File: src/rtl/data_buffer.sv
// 64-byte circular byte FIFO between the USB RX/TX byte streams and the AHB-Lite word side.
// Optional macro DATA_BUFFER_RESERVE_GUARD_EN lets buffer_reserved lock out the path that does not own the buffer.
module data_buffer #(
  parameter int DEPTH = 64
) (
  input  logic                       clk,
  input  logic                       n_rst,
  input  logic                       clear,
  input  logic                       store_rx_packet_data,
  input  logic [7:0]                 rx_packet_data,
  input  logic                       get_rx_data,
  input  logic [1:0]                 data_size,
  input  logic [31:0]                tx_data,
  input  logic                       store_tx_data,
  input  logic                       get_tx_packet_data,
  input  logic                       buffer_reserved,
  output logic [$clog2(DEPTH):0]     buffer_occupancy,
  output logic [31:0]                rx_data,
  output logic [7:0]                 tx_packet_data
);

  localparam int AW = $clog2(DEPTH);
  localparam int OW = AW + 1;

  logic [7:0]    mem [DEPTH];
  logic [AW-1:0] wr_ptr, rd_ptr;
  logic [OW-1:0] occ;

  logic          rx_gate, tx_gate;
  logic          rx_push, tx_push, rx_pop, tx_pop;
  logic [OW-1:0] room, push_req, push_cnt, pop_req, pop_cnt;
  logic [31:0]   push_word, pop_word;

`ifdef DATA_BUFFER_RESERVE_GUARD_EN
  assign rx_gate = ~buffer_reserved;
  assign tx_gate = buffer_reserved;
`else
  logic unused_reserved;
  assign unused_reserved = buffer_reserved;
  assign rx_gate = 1'b1;
  assign tx_gate = 1'b1;
`endif

  // The word-side push wins over the RX byte push; the word-side pop wins over the TX byte pop.
  assign tx_push = store_tx_data & tx_gate;
  assign rx_push = store_rx_packet_data & rx_gate & ~tx_push;
  assign rx_pop  = get_rx_data & rx_gate;
  assign tx_pop  = get_tx_packet_data & tx_gate & ~rx_pop;

  // NOTE: every variable written here gets a default first so no latch is inferred.
  always_comb begin
    room      = OW'(DEPTH) - occ;
    push_req  = '0;
    push_word = '0;
    if (tx_push) begin
      push_req  = OW'(data_size) + OW'(1);
      push_word = tx_data;
    end else if (rx_push) begin
      push_req  = OW'(1);
      push_word = {24'h0, rx_packet_data};
    end
    push_cnt = (push_req > room) ? room : push_req;

    pop_req = '0;
    if (rx_pop)      pop_req = OW'(data_size) + OW'(1);
    else if (tx_pop) pop_req = OW'(1);
    pop_cnt = (pop_req > occ) ? occ : pop_req;

    // Bytes beyond what is stored read as zero; reads see only pre-edge contents.
    pop_word = '0;
    for (int i = 0; i < 4; i++) begin
      if (OW'(i) < pop_cnt) pop_word[8*i +: 8] = mem[rd_ptr + AW'(i)];
    end
  end

  // NOTE: the storage array has no reset; its contents are meaningless until written.
  always_ff @(posedge clk) begin
    if (!clear) begin
      for (int i = 0; i < 4; i++) begin
        if (OW'(i) < push_cnt) mem[wr_ptr + AW'(i)] <= push_word[8*i +: 8];
      end
    end
  end

  // NOTE: sequential state is updated only with non-blocking assignments.
  always_ff @(posedge clk or negedge n_rst) begin
    if (!n_rst) begin
      wr_ptr         <= '0;
      rd_ptr         <= '0;
      occ            <= '0;
      rx_data        <= '0;
      tx_packet_data <= '0;
    end else if (clear) begin
      wr_ptr         <= '0;
      rd_ptr         <= '0;
      occ            <= '0;
      rx_data        <= '0;
      tx_packet_data <= '0;
    end else begin
      wr_ptr <= wr_ptr + AW'(push_cnt);
      rd_ptr <= rd_ptr + AW'(pop_cnt);
      occ    <= occ + push_cnt - pop_cnt;
      if (rx_pop)      rx_data        <= pop_word;
      else if (tx_pop) tx_packet_data <= pop_word[7:0];
    end
  end

  assign buffer_occupancy = occ;

endmodule

File: config.mk
export PLATFORM = sky130hd
export DESIGN_NAME = data_buffer
export DESIGN_NICKNAME = d
export VERILOG_FILES = /design/src/rtl/data_buffer.sv
export SDC_FILE = /design/constraint.sdc
export NUM_CORES = 2
export LEC_CHECK = 0
export CORE_ASPECT_RATIO = 1.4
export CORE_UTILIZATION = 25
export CTS_BUF_LIST = sky130_fd_sc_hd__clkbuf_8
export DETAILED_ROUTE_END_ITERATION = 10
export GPL_ROUTABILITY_DRIVEN = 0
export PLACE_DENSITY = 0.46
export SKIP_LAST_GASP = 1
export SLEW_MARGIN = 25
export SYNTH_ARGS = -nofsm -noshare
export SYNTH_HDL_FRONTEND = slang
export SYNTH_SLANG_ARGS = --single-unit
File: constraint.sdc
create_clock -name clk -period 5 [get_ports clk]
set_input_delay 0.5 -clock clk [delete_from_list [all_inputs] [get_ports clk]]
set_output_delay 0.5 -clock clk [all_outputs]
set_load 0.02 [all_outputs]
# ---- Word-level counts from Yosys, hierarchy flattened
# Memory sizes are Yosys's and may differ from the RTL's.
# Index checks and enable logic that the tools add are counted.
dict set report word_totals {
  ff_bits 59
  latch_bits 0
  ramBits 512
  romBits 0
  in_bits 50
  out_inout_bits 47
  wordCells 68
  n_memories 1
}
dict set report classes {
  add_sub_neg 12
  multipliers 0
  div_mod_pow 0
  order_cmp 10
  eq_ne 1
  shift 0
  muxes 32
  bitwise_logic 4
  reduce_logical 3
}
# name words width rd rd_ports_with_merged_regs write_ports line
set mem_list {}
lappend mem_list {mem 64 8 4 0 4 25} ;# logic [7:0] mem [DEPTH];
# cell n
set op_table {}
lappend op_table {{$mux W32} 3}
lappend op_table {{$mux W8} 8}
lappend op_table {{$lt A1 B7 Y1 const A} 4}
lappend op_table {{$lt A2 B7 Y1 const A} 4}
lappend op_table {{$mux W7} 4}
lappend op_table {{$add A6 B2 Y6 const B} 4}
lappend op_table {{$gt A7 B7 Y1} 2}
lappend op_table {{$mux W1} 14}
lappend op_table {{$add A6 B1 Y6 const B} 2}
lappend op_table {{$add A6 B6 Y6} 2}
lappend op_table {{$mux W6} 2}
lappend op_table {{$add A7 B7 Y7} 1}
lappend op_table {{$sub A7 B7 Y7} 1}
lappend op_table {{$sub A7 B7 Y7 const A} 1}
lappend op_table {{$reduce_bool A2 Y1} 2}
lappend op_table {{$add A2 B1 Y3 const B} 1}
lappend op_table {{$mux W3} 1}
lappend op_table {{$and A1 B1 Y1} 2}
lappend op_table {{$ne A2 B2 Y1 const B} 1}
lappend op_table {{$not A1 Y1} 2}
lappend op_table {{$reduce_and A2 Y1} 1}

# ---- Logic depth before layout (Yosys ltp)
dict set report depth {
  depth_word 11
  mapped_depth 26
  depth_no_buf 22
}

# ---- Least setup slack after synthesis
# OpenSTA, ideal clock, no wires.
dict set report synth_timing {
  kind {input-to-reg}
  startpoint {in store_tx_data}
  endpoint {reg occ[6] (netlist: buffer_occupancy[6])}
  setup_ns 0.132
  t_arrival_ns 4.941
  t_required_ns 4.868
  slack_ns -0.073
  path_stages 24
  n_path_buf 6
  path_cell_list {buf_2 > clkbuf_1 > clkbuf_1 > clkbuf_1 > nand2_1 > inv_1 > ha_1 > nor2b_1 > o311ai_2 > or2_1 > buf_2 > buf_4 > nor2_1 > o21ai_0 > inv_1 > fa_1 > inv_1 > fa_1 > a21o_1 > a21oi_1 > o21bai_1 > a21oi_1 > xnor2_1 > nor2_1}
}
dict set report synth_via {
  elab_chain_cells 9
}
# item line
set synth_rtl {}
lappend synth_rtl {{from (decl)} 14} ;# input logic store_tx_data,
lappend synth_rtl {{$not A1 Y1} 46} ;# assign rx_push = store_rx_packet_data & rx_gate & ~tx_push;
lappend synth_rtl {{$and A1 B1 Y1} 46}
lappend synth_rtl {{$mux W1} 58} ;# end else if (rx_push) begin
lappend synth_rtl {{$mux W7 (*)} 55} ;# if (tx_push) begin
lappend synth_rtl {{$gt A7 B7 Y1} 62} ;# push_cnt = (push_req > room) ? room : push_req;
lappend synth_rtl {{$mux W7 (*)} 62}
lappend synth_rtl {{$add A7 B7 Y7 (*)} 102} ;# occ <= occ + push_cnt - pop_cnt;
lappend synth_rtl {{$sub A7 B7 Y7 (*)} 102}
lappend synth_rtl {{$mux W7 (*)} 93} ;# end else if (clear) begin
lappend synth_rtl {{to (signal assigned)} 102}
lappend synth_rtl {{to (decl)} 27} ;# logic [OW-1:0] occ;
# Every way passes the cells marked *; elsewhere a longest branch is shown, timed or not.
# A chain may end at the register's enable or synchronous reset.

==> impl_metrics.tcl <==
set metrics [dict create \
    power.total_mw 32.8 \
    cts_buffers 101 \
    drc 0 \
    grt-ovfl-total 0 \
    cts.clk_slew.worst_paths_ns 0.08 \
    path_max_fanout 26 \
    grt_pass1_wl_mm 440 \
    wl_per_cell_um 41.8 \
    ant_nets 0 \
    wirelength_mm 330 \
    track_usage_pct 29.1 \
    start_util_pct 25.1 \
    synth.cell_area_mm2 0.0543 \
    period_share_pct 98.0 \
    die-area_mm2 0.219 \
    p_sw_share_pct 51.1 \
    rsz0062_at_grt "false" \
    yosys-top-cells-area "edfxtp_1 (28%), mux4_2 (23%), mux2i_1 (8.0%)" \
    cts_tree "done" \
    pwr_density_cell_mw_per_mm2 520 \
    synth_top_area_cell "edfxtp_1" \
    criticalPathCategory "flip-flop to flip-flop" \
    synth_common_cells "mux4_2 (544), edfxtp_1 (512), a22oi_1 (467)" \
    worst_slack_ns 0.102 \
    final_area_mm2 0.0630 \
    first_pass_iters 8 \
    fin_nets 5036 \
    post-synth-top-count-cell "mux4_2" \
    slew_viol_final 0 \
    cp_data_arrival_time_ns 5.43 \
    required_ns 5.53 \
    status "finished clean" \
    start_kind "flip-flop" \
    drt_iter0_markers 8566 \
    layout_min_cycle_time_ns 4.90 \
    synth_enable_flop_cells 512 \
    ys_types 102 \
    intPower_mw 16.0 \
    htreeDepth 3 \
    worstSkewPairLatency_ns 0.89 \
    critPathCaptureType "flip-flop" \
    ys_ff_latch 571 \
    grt_max_degree 117 \
    dp_hpwl_mm 233 \
    skew_ns 0.0987 \
    vias_per_cell 6.74 \
    drv_cap 0 \
    whs_ns 0.0320 \
    die_w_um 396 \
    layout-drive-gt1-share_pct 28.0 \
    yosys_warnings 0 \
    io_buffers 95 \
    timing.reg2reg.setup_slack_ns 0.10 \
    pre_cts_ws_ns 0.187 \
    pwr-share-clk_pct 14.4 \
    leakagePower_nw 20.2 \
    chipHeight_um 553 \
    peakVddDrop_v 0.000792 \
    antenna_found_initial 36 \
    cts-root-buf "clkbuf_8" \
    dpl_cell_area_mm2 0.0609 \
    cts_max_path_buffers 3 \
    synth-main-ff-cell "edfxtp_1" \
    combinationalPowerShare_pct 67.4 \
    core_mm2 0.216 \
    synth_cells 4877 \
    ios 97 \
    netSwitchingPower_mw 16.7 \
    clock-sinks 571 \
    slew_headroom_pct 18.8 \
    seq_power_share_pct 18.2 \
    tightest_slew_ns 1.22 \
    vias 53300 \
    synth_top_cell_area_share_pct 28.3 \
    setup_violations 0 \
    hold_path_class "input port to asynchronous set/reset pin" \
    num_rows 202 \
    max_clock_freq_mhz 204 \
    async_reset_ff_share_pct 10.3 \
    ys_seq_area_share_pct 31.1 \
    finalHoldViolCount 0 \
    grt_pass1_vias 49600 \
    avgSynthCellArea_um2 11.1 \
    synthToLayoutAreaGrowth_pct 16.1 \
]
[sequential cells by signal, summed over array words and instances (netlist names)]
register,count
mem,512
rx_data,32
tx_packet_data,8
buffer_occupancy,7
rd_ptr,6
wr_ptr,6
[power by group through the flow]
stage                     logic [mW]  clock network (mW)  registers, mW
after floorplan                 12.2                   0           5.90
after global placement          20.9                   0           6.02
after detailed placement        21.0                   0           6.04
after CTS                       21.1                4.76           5.94
after global routing            22.2                4.91           5.98
final                           22.1                4.73           5.95
[per-stage QoR]
| step | instances | TNS (ns) | util (%) |
|---|---|---|---|
| floorplan | 4883 | 0 | - |
| global placement | 7692 | -0.00899 | 28.1 |
| detailed placement | 7697 | 0 | 28.2 |
| CTS | 7881 | 0 | 29.1 |
| global route | 7887 | 0 | 29.1 |
| finish | 7901 | 0 | 29.2 |
[layout by cell type, fill, tap and decap left out, types with 56 or more instances in the layout]
master and n:
clkdlybuf4s50_1 92, o22ai_1 62, o211ai_1 60, nor2_1 177, buf_4 447, edfxtp_1 512
nor3_1 56, mux4_2 544, clkbuf_8 108, mux2i_1 432, a22oi_1 464, o21ai_0 325
o21ai_1 112, dfrtp_1 56, inv_1 66, nand3_1 59, a21oi_1 183, nand2_1 226
[area by class of cell]
type | count | area [um2]
multi-input cells | 3640 | 35100
diodes | 18 | 45.0
fillers | 22300 | 153000
flip-flops and latches | 571 | 16900
clock inverters | 75 | 523
inverters | 38 | 143
clock buffers | 108 | 1490
repair buffers | 595 | 5330
well taps | 2856 | 3570
[worst paths after layout]
check	startpoint	endpoint	cells after the start
worst max-delay path	wr_ptr[0]	mem[50][5]	10
worst min-delay path	n_rst	wr_ptr[1]	2
worst max register to register	wr_ptr[0]	mem[50][5]	10
worst min register to register	tx_packet_data[0]	tx_packet_data[0]	2
max in group asynchronous	n_rst	rd_ptr[1]	3
min in group clk	clear	wr_ptr[2]	2
[worst max-delay path, cell delays in order (launching register included)]
cell and delay (ns):
dfrtp_1 0.82, buf_4 0.34, and3_1 0.39, nand3_1 0.53, and2_1 0.39, buf_4 0.28, nor2_1 0.66, nand4_1 0.42
buf_4 0.33, o2111ai_1 0.17, buf_12 0.18
[what timing repair did]
item                                   4_1_cts  5_1_grt
setup buffers                                0        0
hold buffers                                 1        0
endpoints found under the hold margin       59        0
gates resized for setup                      0        0
[routing by layer]
metal  up-vias  global-route usage (%)  routed length (um)
li1      20400                       -                   -
met1     26600                    32.5              109000
met2      4860                    44.3              144000
met3      1412                    9.48               41500
met4        32                    25.3               35300
met5         -                       0                 236
[kinds of logic after synthesis]
kind of cell | synth area share (%)
xor gates and xnor gates | 0.613
muxes | 30.8
other | 0.00691
AOI/OAI and AO/OA | 21.7
DFF | 31.1
buffers and inverters | 5.25
adders and majority gates | 0.968
and+or+nand+nor | 9.61
Power figures use the tool's default switching activity.
